--- src/rtl/score_counter.sv ---
// Button-driven bounded up/down counter for a two-digit display.
// Raw switches pass through synchronisers, debouncers, edge detection and hold-to-repeat before stepping the count.
module score_counter #(
  parameter int DEBOUNCE_LIMIT = 250000,
  parameter int REPEAT_DELAY   = 12500000,
  parameter int REPEAT_RATE    = 2500000,
  parameter int MAX_COUNT      = 99,
  parameter bit WRAP           = 1'b1
) (
  input  logic       i_Clk,
  input  logic       i_Rst_L,
  input  logic       i_Switch_Up,
  input  logic       i_Switch_Down,
  input  logic       i_Switch_Clear,
  output logic [6:0] o_Counter,
  output logic       o_Step,
  output logic       o_Wrap
);

  localparam int DB_W   = $clog2(DEBOUNCE_LIMIT + 1);
  localparam int RP_MAX = (REPEAT_DELAY > REPEAT_RATE) ? REPEAT_DELAY : REPEAT_RATE;
  localparam int RP_W   = $clog2(RP_MAX + 1);

  localparam logic [DB_W-1:0] DB_LAST    = DB_W'(DEBOUNCE_LIMIT - 1);
  localparam logic [RP_W-1:0] DELAY_LAST = RP_W'(REPEAT_DELAY - 1);
  localparam logic [RP_W-1:0] RATE_LAST  = RP_W'(REPEAT_RATE - 1);
  localparam logic [6:0]      MAX_VAL    = 7'(MAX_COUNT);

  typedef enum logic [1:0] {IDLE, HOLD, REPEAT} rep_state_t;

  // Bit order everywhere: 0 = up, 1 = down, 2 = clear.
  logic [2:0] raw;
  logic [2:0] sync_a;
  logic [2:0] sync_b;
  logic [2:0] level;
  logic [2:0] level_d;
  logic [2:0] rise;
  logic [1:0] step_req;
  logic       clear_req;
  logic [6:0] count;

  assign raw       = {i_Switch_Clear, i_Switch_Down, i_Switch_Up};
  assign rise      = level & ~level_d;
  assign clear_req = rise[2];

  always_ff @(posedge i_Clk) begin
    if (!i_Rst_L) begin
      sync_a  <= '0;
      sync_b  <= '0;
      level_d <= '0;
    end else begin
      sync_a  <= raw;
      sync_b  <= sync_a;
      level_d <= level;
    end
  end

  for (genvar g = 0; g < 3; g++) begin : g_debounce
    logic [DB_W-1:0] timer;
    logic            lvl;

    assign level[g] = lvl;

    always_ff @(posedge i_Clk) begin
      if (!i_Rst_L) begin
        timer <= '0;
        lvl   <= 1'b0;
      end else if (sync_b[g] == lvl) begin
        timer <= '0;
      end else if (timer == DB_LAST) begin
        timer <= '0;
        lvl   <= ~lvl;
      end else begin
        timer <= timer + DB_W'(1);
      end
    end
  end

  // Step requests are combinational so the count moves on the edge right after the debounced press.
  for (genvar g = 0; g < 2; g++) begin : g_repeat
    rep_state_t      state;
    logic [RP_W-1:0] timer;

    assign step_req[g] = ((state == IDLE) && rise[g]) ||
                         ((state == HOLD) && level[g] && (timer == DELAY_LAST)) ||
                         ((state == REPEAT) && level[g] && (timer == RATE_LAST));

    always_ff @(posedge i_Clk) begin
      if (!i_Rst_L) begin
        state <= IDLE;
        timer <= '0;
      end else begin
        case (state)
          IDLE: begin
            timer <= '0;
            if (rise[g]) state <= HOLD;
          end
          HOLD: begin
            if (!level[g]) begin
              state <= IDLE;
              timer <= '0;
            end else if (timer == DELAY_LAST) begin
              state <= REPEAT;
              timer <= '0;
            end else begin
              timer <= timer + RP_W'(1);
            end
          end
          REPEAT: begin
            if (!level[g]) begin
              state <= IDLE;
              timer <= '0;
            end else if (timer == RATE_LAST) begin
              timer <= '0;
            end else begin
              timer <= timer + RP_W'(1);
            end
          end
          default: begin
            state <= IDLE;
            timer <= '0;
          end
        endcase
      end
    end
  end

  // Clear beats everything; simultaneous up and down cancel out.
  always_ff @(posedge i_Clk) begin
    if (!i_Rst_L) begin
      count  <= '0;
      o_Step <= 1'b0;
      o_Wrap <= 1'b0;
    end else begin
      o_Step <= 1'b0;
      o_Wrap <= 1'b0;
      if (clear_req) begin
        count  <= '0;
        o_Step <= (count != 7'd0);
      end else if (step_req[0] && !step_req[1]) begin
        if (count >= MAX_VAL) begin
          if (WRAP) begin
            count  <= '0;
            o_Step <= 1'b1;
            o_Wrap <= 1'b1;
          end
        end else begin
          count  <= count + 7'd1;
          o_Step <= 1'b1;
        end
      end else if (step_req[1] && !step_req[0]) begin
        if (count == 7'd0) begin
          if (WRAP) begin
            count  <= MAX_VAL;
            o_Step <= 1'b1;
            o_Wrap <= 1'b1;
          end
        end else begin
          count  <= count - 7'd1;
          o_Step <= 1'b1;
        end
      end
    end
  end

  assign o_Counter = count;

endmodule

--- config.mk ---
export PLATFORM = sky130hd
export DESIGN_NAME = score_counter
export DESIGN_NICKNAME = d
export VERILOG_FILES = /design/src/rtl/score_counter.sv
export SDC_FILE = /design/constraint.sdc
export NUM_CORES = 1
export LEC_CHECK = 0
export ABC_AREA = 1
export CAP_MARGIN = 0
export CORE_ASPECT_RATIO = 1.2
export CORE_MARGIN = 1.5
export CORE_UTILIZATION = 25
export CTS_CLUSTER_DIAMETER = 50
export DETAILED_ROUTE_END_ITERATION = 16
export GPL_TIMING_DRIVEN = 0
export SYNTH_ARGS = -nofsm -noshare
export SYNTH_HDL_FRONTEND = slang
export SYNTH_SLANG_ARGS = --single-unit
--- constraint.sdc ---
create_clock -name i_Clk -period 2.91 [get_ports i_Clk]
set_clock_uncertainty 0.1 [all_clocks]
set_input_delay 0.582 -clock i_Clk [delete_from_list [all_inputs] [get_ports i_Clk]]
set_output_delay 0.582 -clock i_Clk [all_outputs]
set_load 0.02 [all_outputs]
; ---- Word-level counts from Yosys, hierarchy flattened
; Index checks and enable logic that the tools add are counted.
[op_classes]
add_sub_neg = 7
order_cmp = 1
n_eq_ne = 20
mux = 31
bitwise = 9
reduce_logical = 32
[ops]
columns = cell, n
row1 = $mux 24, 8
row2 = $pmux 24 s2, 2
row3 = $add 18x1->18 const B, 3
row4 = $eq 18x18->1 const B, 3
row5 = $add 24x1->24 const B, 2
row6 = $eq 24x22->1 const B, 2
row7 = $eq 24x24->1 const B, 2
row8 = $mux 7, 4
row9 = $mux 2, 8
row10 = $logic_and 1x1->1, 12
row11 = $pmux 2 s3, 2
row12 = $reduce_or 3->1, 3
row13 = $ne 2x2->1 const B, 4
row14 = $add 7x1->7 const B, 1
row15 = $ge 7x7->1 const B, 1
row16 = $logic_not 7->1, 1
row17 = $mux 1, 7
row18 = $not 1->1, 7
row19 = $reduce_bool 7->1, 1
row20 = $sub 7x1->7 const B, 1
row21 = $ne 3x2->1 const B, 2
row22 = $reduce_and 2->1, 3
row23 = $reduce_and 3->1, 2
row24 = $eq 2x1->1 const B, 2
row25 = other kinds (9), 17
[totals]
ff_bits = 127
inputBits = 5
out_inout_bits = 9
word_cells = 116

; ---- Logic depth before layout (Yosys ltp)
; Gate-level depths: netlist of the first run.
[depth]
word_depth = 10
ltp_mapped = 15
depth_no_buf = 14

; ---- Worst setup path after synthesis of the first run
; Ideal clock, no wire load.
[synth_timing]
kind = flip-flop to flip-flop
start = reg g_repeat[0].timer[0]
end = reg count[2] (netlist: o_Counter[2])
setup_ns = 0.117
arrival_time_ns = 1.826
t_required_ns = 2.693
slack_ns = 0.867
stages_incl_launch_ff = 12
n_path_buf = 0
period_less_slack_ns = 2.043
cell_sequence = dfxtp_1 ha_1 nand3_4 nor3_1 nand3_1 o21ai_0 nor2_1 ha_1 inv_1 o21ai_0 nor2_1 nor2_1
[synth_between]
elab_chain_cells = 7
word_cells_on_any_way = 11
classes_between = eq/ne (2) / mux (1) / reduce/logical (8)
[synth_rtl]
columns = item, line
row1 = start: declaration, 82  ; logic [RP_W-1:0] timer;
row2 = start signal: assignment, 106  ; timer <= timer + RP_W'(1);
row3 = start signal: assignment, 116  ; timer <= timer + RP_W'(1);
row4 = $eq 24x24->1, 85  ; ((state == HOLD) && level[g] && (timer == DELAY_LAST)) ||
row5 = $logic_and 1x1->1, 85
row6 = $logic_or 1x1->1, 84  ; assign step_req[g] = ((state == IDLE) && rise[g]) ||
row7 = $logic_or 1x1->1 *, 85
row8 = $logic_not 1->1, 151  ; end else if (step_req[1] && !step_req[0]) begin
row9 = $logic_and 1x1->1, 151
row10 = $reduce_bool 2->1 (no line), --
row11 = end signal: assignment, 148  ; count <= count + 7'd1;
row12 = end signal: assignment, 159  ; count <= count - 7'd1;
row13 = end: declaration, 40  ; logic [6:0] count;
; Every way passes the cells marked *; elsewhere a longest branch is shown, timed or not.
; A chain may end at the register's enable or synchronous reset.

; ---- Final worst setup path of the first run
; Same ends and word-level chain as after synthesis.

==> metrics.txt, run 1 <==
initial core utilization 25.5%; worst-path cell chain ha_1 -> nand3_4 -> nor3_1 -> nand3_1 -> o21ai_0 -> nor2_1 -> ha_1 -> inv_1 -> o21ai_0 -> nor2_1 -> nor2_1; sequential power share between 40 and 50%; Post-synth top cells 180 x nand2_1, 167 x nor2_1, 127 x dfxtp_1; postcts setup bufs 0; critical path endpoint category flop; Leakage roughly 0.0028 uW; post-cts resize count 0; Boundary Pins 14; placed cell count 1293; clock sink total 127; dpl hpwl 9.97 mm; max frequency around 420 MHz; ANT cells 0; initial antenna violation count 0; total number of yosys warnings 0; clock share of power 53.8%; Hold Crit Class flop to flop; Post-Place Worst Slack about 0.5 ns; Max-Cap Viols 0; slew margin rel. between 60% and 70%; crit path DAT 2.56 ns; hold_buf cts 0; Tcrit/Tclk final 81.2%; cell area after layout 7830 sq um; Final Max Tran Viols 0; synthesized cell area 6690 sq um; Comb pwr share 1.2%; row count 65; Mapped Nets 965; ranking of synthesized cells by area dfxtp_1 38%, nand2_1 10%, nor2_1 9.4%; kind of critical path flop to flop; number of CTS-inserted buffers 17; R2R Setup Slk 0.55 ns; Die Width 152 um; Worst path most repeated cell nor2_1; setup slack after layout 0.548 ns; Placement Cell Area approximately 7200 sq um; P&R area growth vs syn 17.1%; clock transition at the registers of the reported paths 0.06 ns; worst slew pin tran 0.469 ns; final setup fails 0; CTS tree done; final net count 997; gpl congestion just under 0.9; Worst path max stage delay 0.36 ns; Vias 5741; routed vias/inst 4.33; total global routing overflow 0; Worst Path Required 3.11 ns; number of port buffers 13; Tot Pwr 3900 uW; ANT nets after route 0; GRT Max-Usage Layer met2; Wirelength per Cell 10.1 um; Int Power 3080 uW; detailed-route DRC error count 0; worst r2r dst o_Counter[2]; final cell count without fillers 1325; FILL cells 2795; grt met1 use 11.2%; CP startpoint kind flop; worst setup path start g_repeat[0].timer[0]; Die ar. 27800 sq um; core area approximately 26000 sq um; met2 GRT Util 19.2%; die height 182 um; drt pass-1 iters 4; Net Sw Power 821 uW; Sw Ratio 21.1%; Mapped Avg Cell Area 7.08 sq um; Post-synth EDFFs 0; CTS HTree Levels 4; worst-skew pair later-pin latency 0.41 ns; Seq/Total Area, Yosys roughly 38%; Unique masters post-synth 42; ys flop type dfxtp_1; post-synth top area cell dfxtp_1; vias in the first global route 5600; worst vdd ir between 300 and 400 uV; min Tclk post-route 2.36 ns; Reg-to-Reg Start g_repeat[0].timer[0]; share of cells above drive strength 1 10.0%; DR iter-0 viols approximately 260; post-synth top area share 38.0%; Setup crit end o_Counter[2]; RSZ-0062 raised after global routing false; met3 Track Usage GR 2.75%; CTS root buffer clkbuf_16; worst-path fanout max 8; Mapped Cells 945; Yosys reg bits 127; Worst R2R Path Depth 11; GRT Util Overall 10.3%; final hold viol count 0; largest net degree at the start of global routing 17; setup_tns 0 ns; first-pass GRT wire length 24.2 mm; top-count cell post-synth nand2_1; slowest stage cell on the critical path dfxtp_1; asr flop ratio synth 0%; Detailed Route WL between 10 and 15 mm; run status finished clean; Max clock buf depth 2; pwr dens 497 nW/um^2
==> stage by stage <==
step	utilization (%)	hold slack, ns
floorplan	-	0.290
global placement	27.6	0.303
detailed placement	27.6	0.302
CTS	29.8	0.313
global route	29.8	0.346
finish	29.8	0.309
==> cell families (layout without fill, tap and decap cells) <==
logic type | count (synthesis) | count (layout) | share of synthesized area [%]
buffers and inverters | 139 | 184 | 8.68
XOR/XNOR | 60 | 60 | 7.85
AO/OA/AOI/OAI | 73 | 73 | 5.85
AND/OR/NAND/NOR | 531 | 531 | 36.8
flip-flops | 127 | 127 | 38.0
adder cells (fa/ha/maj) | 15 | 15 | 2.80
==> metal layers <==
layer  wire length (um)  vias to the layer above
met5                  0                        -
met3                319                       18
li1                   -                     3062
met2               6760                       62
met1               6140                     2599
met4                208                        0
==> registers in the layout, summed over array words and instances (netlist names) <==
| signal | flops |
|---|---|
| sync_b | 3 |
| sync_a | 3 |
| g_repeat.timer | 48 |
| level_d | 3 |
| g_repeat.state | 4 |
| o_Counter | 7 |
| o_Step | 1 |
| o_Wrap | 1 |
| g_debounce.timer | 54 |
| g_debounce.lvl | 3 |
==> placed cells by master (no fill, tap or decap), types with 6 or more instances in the layout <==
cell and n:
nor2_2 25, nor2_1 167, nand2_2 6, xor2_1 45, ha_1 15, clkbuf_16 17, xnor2_1 15, nor3_1 28
a21oi_1 34, nand3_1 58, nand2_1 180, inv_1 126, clkdlybuf4s50_1 13, nand4_1 24, o21ai_0 27, nor3b_1 6
dfxtp_1 127
==> cell type report <==
| class | count | area [sq um] | area share, % |
|---|---|---|---|
| Clock inverter | 12 | 136 | 1.74 |
| Buffer | 13 | 108 | 1.37 |
| Timing Repair Buffer | 13 | 130 | 1.66 |
| Multi-Input combinational cell | 679 | 3570 | 45.6 |
| Tap cell | 335 | 419 | 5.35 |
| Inverter | 126 | 473 | 6.04 |
| Sequential cell | 127 | 2540 | 32.5 |
| Clock buffer | 20 | 457 | 5.83 |
==> worst min path at each step <==
stage,from,end,slack (ns),depth (start not counted)
after floorplan,sync_a[0],sync_b[0],0.29,2
after global placement,sync_a[2],sync_b[2],0.30,2
after detailed placement,sync_a[2],sync_b[2],0.30,2
after CTS,sync_a[2],sync_b[2],0.31,2
after global routing,sync_a[2],sync_b[2],0.35,2
final,sync_a[2],sync_b[2],0.31,2
==> worst max-delay path: cells and delay by family, from the launching register on <==
family | cells | cell delay, ns
AO/OA/AOI/OAI | 2 | 0.28
adder cells (fa/ha/maj) | 2 | 0.60
buffers and inverters | 1 | 0.22
flip-flops | 1 | 0.36
AND/OR/NAND/NOR | 6 | 0.68
==> power by group through the flow <==
stage | clock network [uW] | logic [uW] | registers (uW)
2_1_floorplan | 0 | 33.6 | 1790
3_3_place_gp | 0 | 47.9 | 1790
3_5_place_dp | 0 | 48.7 | 1790
4_1_cts | 2160 | 48.8 | 1750
5_1_grt | 2240 | 56.7 | 1750
6_report | 2100 | 48.0 | 1750
No activity file was read; power rests on OpenSTA's default activity.
==> run 2: changes to the inputs <==
==> constraint.sdc (replaced) <==
create_clock -name i_Clk -period 2.1 [get_ports i_Clk]
set_clock_uncertainty 0.1 [all_clocks]
set_input_delay 0.42 -clock i_Clk [delete_from_list [all_inputs] [get_ports i_Clk]]
set_output_delay 0.42 -clock i_Clk [all_outputs]
set_load 0.02 [all_outputs]
==> run 2 against run 1 <==
Against the previous run:
- register-to-register slack got worse by 0.42 ns
- clock power rose by 39%
- sequential power rose by 38%
- wire length rose by 2.0%
==> metrics.txt, run 2 (same netlist as run 1, synthesis figures left out) <==
Vias 5747; slowest stage cell on the critical path clkdlybuf4s50_1; initial antenna violation count 0; gpl congestion 0.868; RSZ-0062 raised after global routing true; Boundary Pins 14; CP bufs+invs 1; ANT nets after route 0; final setup fails 0; met2 WL post-DR 6.99 mm; placed cell count 1293; initial core utilization 25.5%; detailed-route DRC error count 0; share of cells above drive strength 1 14.5%; CP top delay family buffers and inverters; setup slack after layout 0.0800 ns; Die Width 152 um; Leakage 0.00286 uW; critical path endpoint category output pin; run status finished clean; final hold viol count 0; worst-skew pair later-pin latency 0.42 ns; worst-path cell chain clkdlybuf4s50_1; hold_buf cts 0; vias in the first global route 5666; CTS tree done; Reg-to-Reg Start g_repeat[0].timer[13]; CP startpoint kind flop; die height around 180 um; pwr dens about 670 nW/um^2; Wirelength per Cell between 10 and 15 um; Die ar. 27800 sq um; Final Max Tran Viols 0; slew margin rel. slightly below 70%; met1 WL 6.25 mm; min Tclk post-route 2.02 ns; worst slew pin tran roughly 0.47 ns; worst r2r dst o_Counter[3]; top sig layer met4; utilization after layout 30.6%; R2R Setup Slk 0.13 ns; Worst path max stage delay approximately 0.65 ns; kind of critical path flop to output pin; commonest non-fill, non-tap cell in the layout nand2_1; total global routing overflow 0; Max clock buf depth 2; most frequent cells in the layout 179 x nand2_1, 159 x nor2_1, 121 x inv_1, 109 x dfxtp_1, 55 x nand3_1; first-pass GRT wire length 24.6 mm; Tcrit/Tclk final 96.2%; Worst R2R Path Depth 12; Post-Place Worst Slack -0.311 ns; worst-path fanout max 6; number of flip-flops in the largest register 54; row count 65; final cell count without fillers 1329; metal3 WL 282 um; worst vdd ir 545 uV; max frequency a little under 500 MHz; ANT cells 0; CP Depth 1; worst setup path start o_Counter[6]; Detailed Route WL approximately 14 mm; crit path DAT 1.50 ns; Worst Path Required 1.58 ns; clock sink total 127; final net count ~1000; Hold Crit Class flop to flop; core area 26300 sq um; largest net degree at the start of global routing 17; CTS HTree Levels 4; GRT Util Overall 10.5%; CTS root buffer clkbuf_16; P&R area growth vs syn 20.0%; Top reg by flops g_debounce.timer; FILL cells 2790; DR iter-0 viols between 150 and 200; routed vias/inst about 4.3; drt pass-1 iters 4; clock transition at the registers of the reported paths approximately 0.060 ns; Setup crit end o_Counter[6]; dpl hpwl roughly 10 mm; number of port buffers 13; Max-Cap Viols 0; number of CTS-inserted buffers 17
## run 2: cell types whose count changed in the layout (fill, tap and decap cells not counted), sizes merged
| cell | change |
|---|---|
| dlymetal6s2s | +2 |
| clkdlybuf4s50 | -2 |
| clkbuf | +1 |
| buf | +3 |
## run 2: routing by layer
metal / GRT usage [%] / vias up
met5: 0 / -
met4: 3.42 / 0
met3: 2.75 / 13
met2: 19.6 / 50
met1: 11.3 / 2613
li1: - / 3071
## run 2: cell type report
cell class | instances | area (sq um) | share of cell area (%)
Buffer | 13 | 116 | 1.45
Inverter | 126 | 478 | 5.95
Timing Repair Buffer | 17 | 165 | 2.06
Sequential cell | 127 | 2570 | 32.0
Clock buffer | 20 | 457 | 5.69
Multi-Input combinational cell | 679 | 3690 | 45.9
Tap cell | 335 | 419 | 5.22
Clock inverter | 12 | 136 | 1.70
## run 2: how the worst min path moves through the flow
stage | start | endpoint | slack (ns) | cells past startpoint
floorplan | sync_a[0] | sync_b[0] | 0.29 | 2
global placement | sync_a[2] | sync_b[2] | 0.30 | 2
detailed placement | sync_a[2] | sync_b[2] | 0.30 | 2
CTS | sync_a[2] | sync_b[2] | 0.31 | 2
global route | sync_a[2] | sync_b[2] | 0.35 | 2
finish | sync_a[2] | sync_b[2] | 0.31 | 2
## run 2: stage by stage
stage,instance area (sq um),setup TNS [ns],hold slack (ns),total power [uW]
floorplan,6690,0,0.290,2520
global placement,7240,-1.82,0.303,2550
detailed placement,7240,-2.06,0.302,2550
CTS,7930,0,0.313,5490
global route,8030,-0.0673,0.346,5610
finish,8030,0,0.307,5410
## run 2: power breakdown
group	leakage (uW)	internal [uW]	switching (uW)	total, uW
Combinational	0.00155	26.7	40.4	67.1
Sequential	0.00103	2420	6.25	2420
Clock	0.000283	1810	1100	2920
Total	0.00286	4260	1150	5410
## run 2: worst min-delay path, stage by stage, from the launching register on
cell and delay [ns]:
dfxtp_1 0.30, nand2_1 0.04, inv_1 0.04
## run 2: what timing repair did
| item | in CTS | in global routing |
|---|---|---|
| setup buffers | 3 | 1 |
| cloned | 0 | 0 |
| endpoints found under the setup margin | 9 | 21 |
| pin swaps | 4 | 7 |
| resized for setup | 21 | 45 |
==> run 3: changes to the inputs <==
--- a/config.mk
+++ b/config.mk
@@ -7,12 +7,15 @@
 export LEC_CHECK = 0
 export ABC_AREA = 1
 export CAP_MARGIN = 0
+export CELL_PAD_IN_SITES_DETAIL_PLACEMENT = 0
+export CELL_PAD_IN_SITES_GLOBAL_PLACEMENT = 1
 export CORE_ASPECT_RATIO = 1.2
 export CORE_MARGIN = 1.5
 export CORE_UTILIZATION = 25
 export CTS_CLUSTER_DIAMETER = 50
 export DETAILED_ROUTE_END_ITERATION = 16
 export GPL_TIMING_DRIVEN = 0
+export PLACE_DENSITY_LB_ADDON = 0.1
 export SYNTH_ARGS = -nofsm -noshare
 export SYNTH_HDL_FRONTEND = slang
 export SYNTH_SLANG_ARGS = --single-unit
==> run 3 against run 2 <==
Against the previous run:
- via count shrank 0.94%
- global-route usage grew 2.3 points
- clock power grew 12%
- setup slack worse by 0.019 ns
- first-iteration DRC count fell by 4.5%
- wire length up 22%
- die area did not move
- critical path depth unchanged
- non-clock buffer count increased by 8
- sequential power barely moved
- worst hold slack better by 0.0016 ns
==> metrics.txt, run 3 (same netlist as run 1, synthesis figures left out) <==
run status finished clean; placed cell count 1293; final net count a little over 1000; worst-skew pair later-pin latency 0.42 ns; most frequent cells in the layout 177 x nand2_1, 156 x nor2_1, 122 x inv_1, 104 x dfxtp_1, 52 x nand3_1; number of port buffers 13; crit path DAT 1.52 ns; max frequency 490 MHz; hold_buf cts 0; RSZ-0062 raised after global routing true; P&R area growth vs syn 23.0%; CTS tree done; CTS root buffer clkbuf_16; Leakage 0.00295 uW; min Tclk post-route slightly above 2 ns; first-pass GRT wire length roughly 28 mm; Boundary Pins 14; clock transition at the registers of the reported paths approximately 0.060 ns; CP bufs+invs 1; Max-Cap Viols 0; CTS HTree Levels 4; commonest non-fill, non-tap cell in the layout nand2_1; Worst Path Required 1.58 ns; final cell count without fillers 1337; Tcrit/Tclk final 97.1%; slew margin rel. 63.5%; worst slew pin tran 0.542 ns; CP startpoint kind flop; worst-path cell chain clkdlybuf4s50_1; DR iter-0 viols 190; worst vdd ir 397 uV; final setup fails 0; Die ar. between 20000 and 30000 sq um; row count 65; initial core utilization 25.5%; largest net degree at the start of global routing 17; kind of critical path flop to output pin; setup slack after layout 0.0610 ns; drt pass-1 iters 4; worst-path fanout max 6; Max clock buf depth 2; final hold viol count 0; slowest stage cell on the critical path clkdlybuf4s50_1; critical path endpoint category output pin; dpl hpwl 12.5 mm; total global routing overflow 0; Post-Place Worst Slack -0.449 ns; ANT nets after route 0; pwr dens around 700 nW/um^2; detailed-route DRC error count 0; vias in the first global route just under 6000; core area 26300 sq um; gpl congestion ~0.75; number of CTS-inserted buffers 17; share of cells above drive strength 1 16.5%; Detailed Route WL 16.7 mm; clock sink total 127; Hold Crit Class flop to flop; Top reg by flops g_debounce.timer; routed vias/inst 4.26; ANT cells 0; CP top delay family buffers and inverters; Die Width about 150 um; FILL cells 2920; Vias 5693; die height 182 um; initial antenna violation count 0; Worst path max stage delay ~0.65 ns; Wirelength per Cell 12.5 um; Final Max Tran Viols 0; number of flip-flops in the largest register 54; GRT Util Overall 12.7%
## run 3: final timing paths
path | from | to | slack [ns] | depth (start not counted)
worst max-delay path | o_Counter[1] | o_Counter[1] | 0.06 | 1
worst min-delay path | sync_a[2] | sync_b[2] | 0.31 | 2
worst max register to register | g_repeat[0].timer[0] | o_Counter[1] | 0.10 | 11
worst min register to register | sync_a[2] | sync_b[2] | 0.31 | 2
## run 3: power by group
group / leakage [uW] / switching (uW) / total [uW] / internal, uW
Sequential: 0.00104 / 6.19 / 2420 / 2410
Combinational: 0.00160 / 43.4 / 70.2 / 26.9
Clock: 0.000303 / 1140 / 3270 / 2130
## run 3: what timing repair did
action	CTS	global route
pin swaps	6	20
setup endpoints to repair	23	20
cloned	0	0
resized for setup	36	58
buffers inserted	2	10
## run 3: area by class of cell
class / instances / area (sq um) / share of cell area [%]
buffer: 13 / 116 / 1.41
sequential: 127 / 2590 / 31.4
clock inverter: 11 / 188 / 2.28
clock buffer: 21 / 450 / 5.47
inverter: 126 / 480 / 5.84
multi-input combinational: 679 / 3770 / 45.8
timing repair buffer: 25 / 220 / 2.68
tap: 335 / 419 / 5.09
## run 3: layer usage
metal  track usage (%)  vias to the layer above  wire length (um)
li1                  -                     3086                 -
met1              14.5                     2552              7730
met2              22.7                       37              8230
met3              2.71                       18               327
met4              5.63                        0               378
met5                 0                        -                 0
## run 3: through the flow
stage	hold WS, ns	total power [uW]	util, %	area [sq um]	TNS (ns)
after floorplan	0.290	2520	-	6690	0
final	0.309	5760	31.3	8230	0
after CTS	0.310	5900	30.5	8010	0
after detailed placement	0.296	2550	27.6	7240	-4.40
after global routing	0.342	5990	31.3	8230	-0.0815
after global placement	0.295	2550	27.6	7240	-4.57
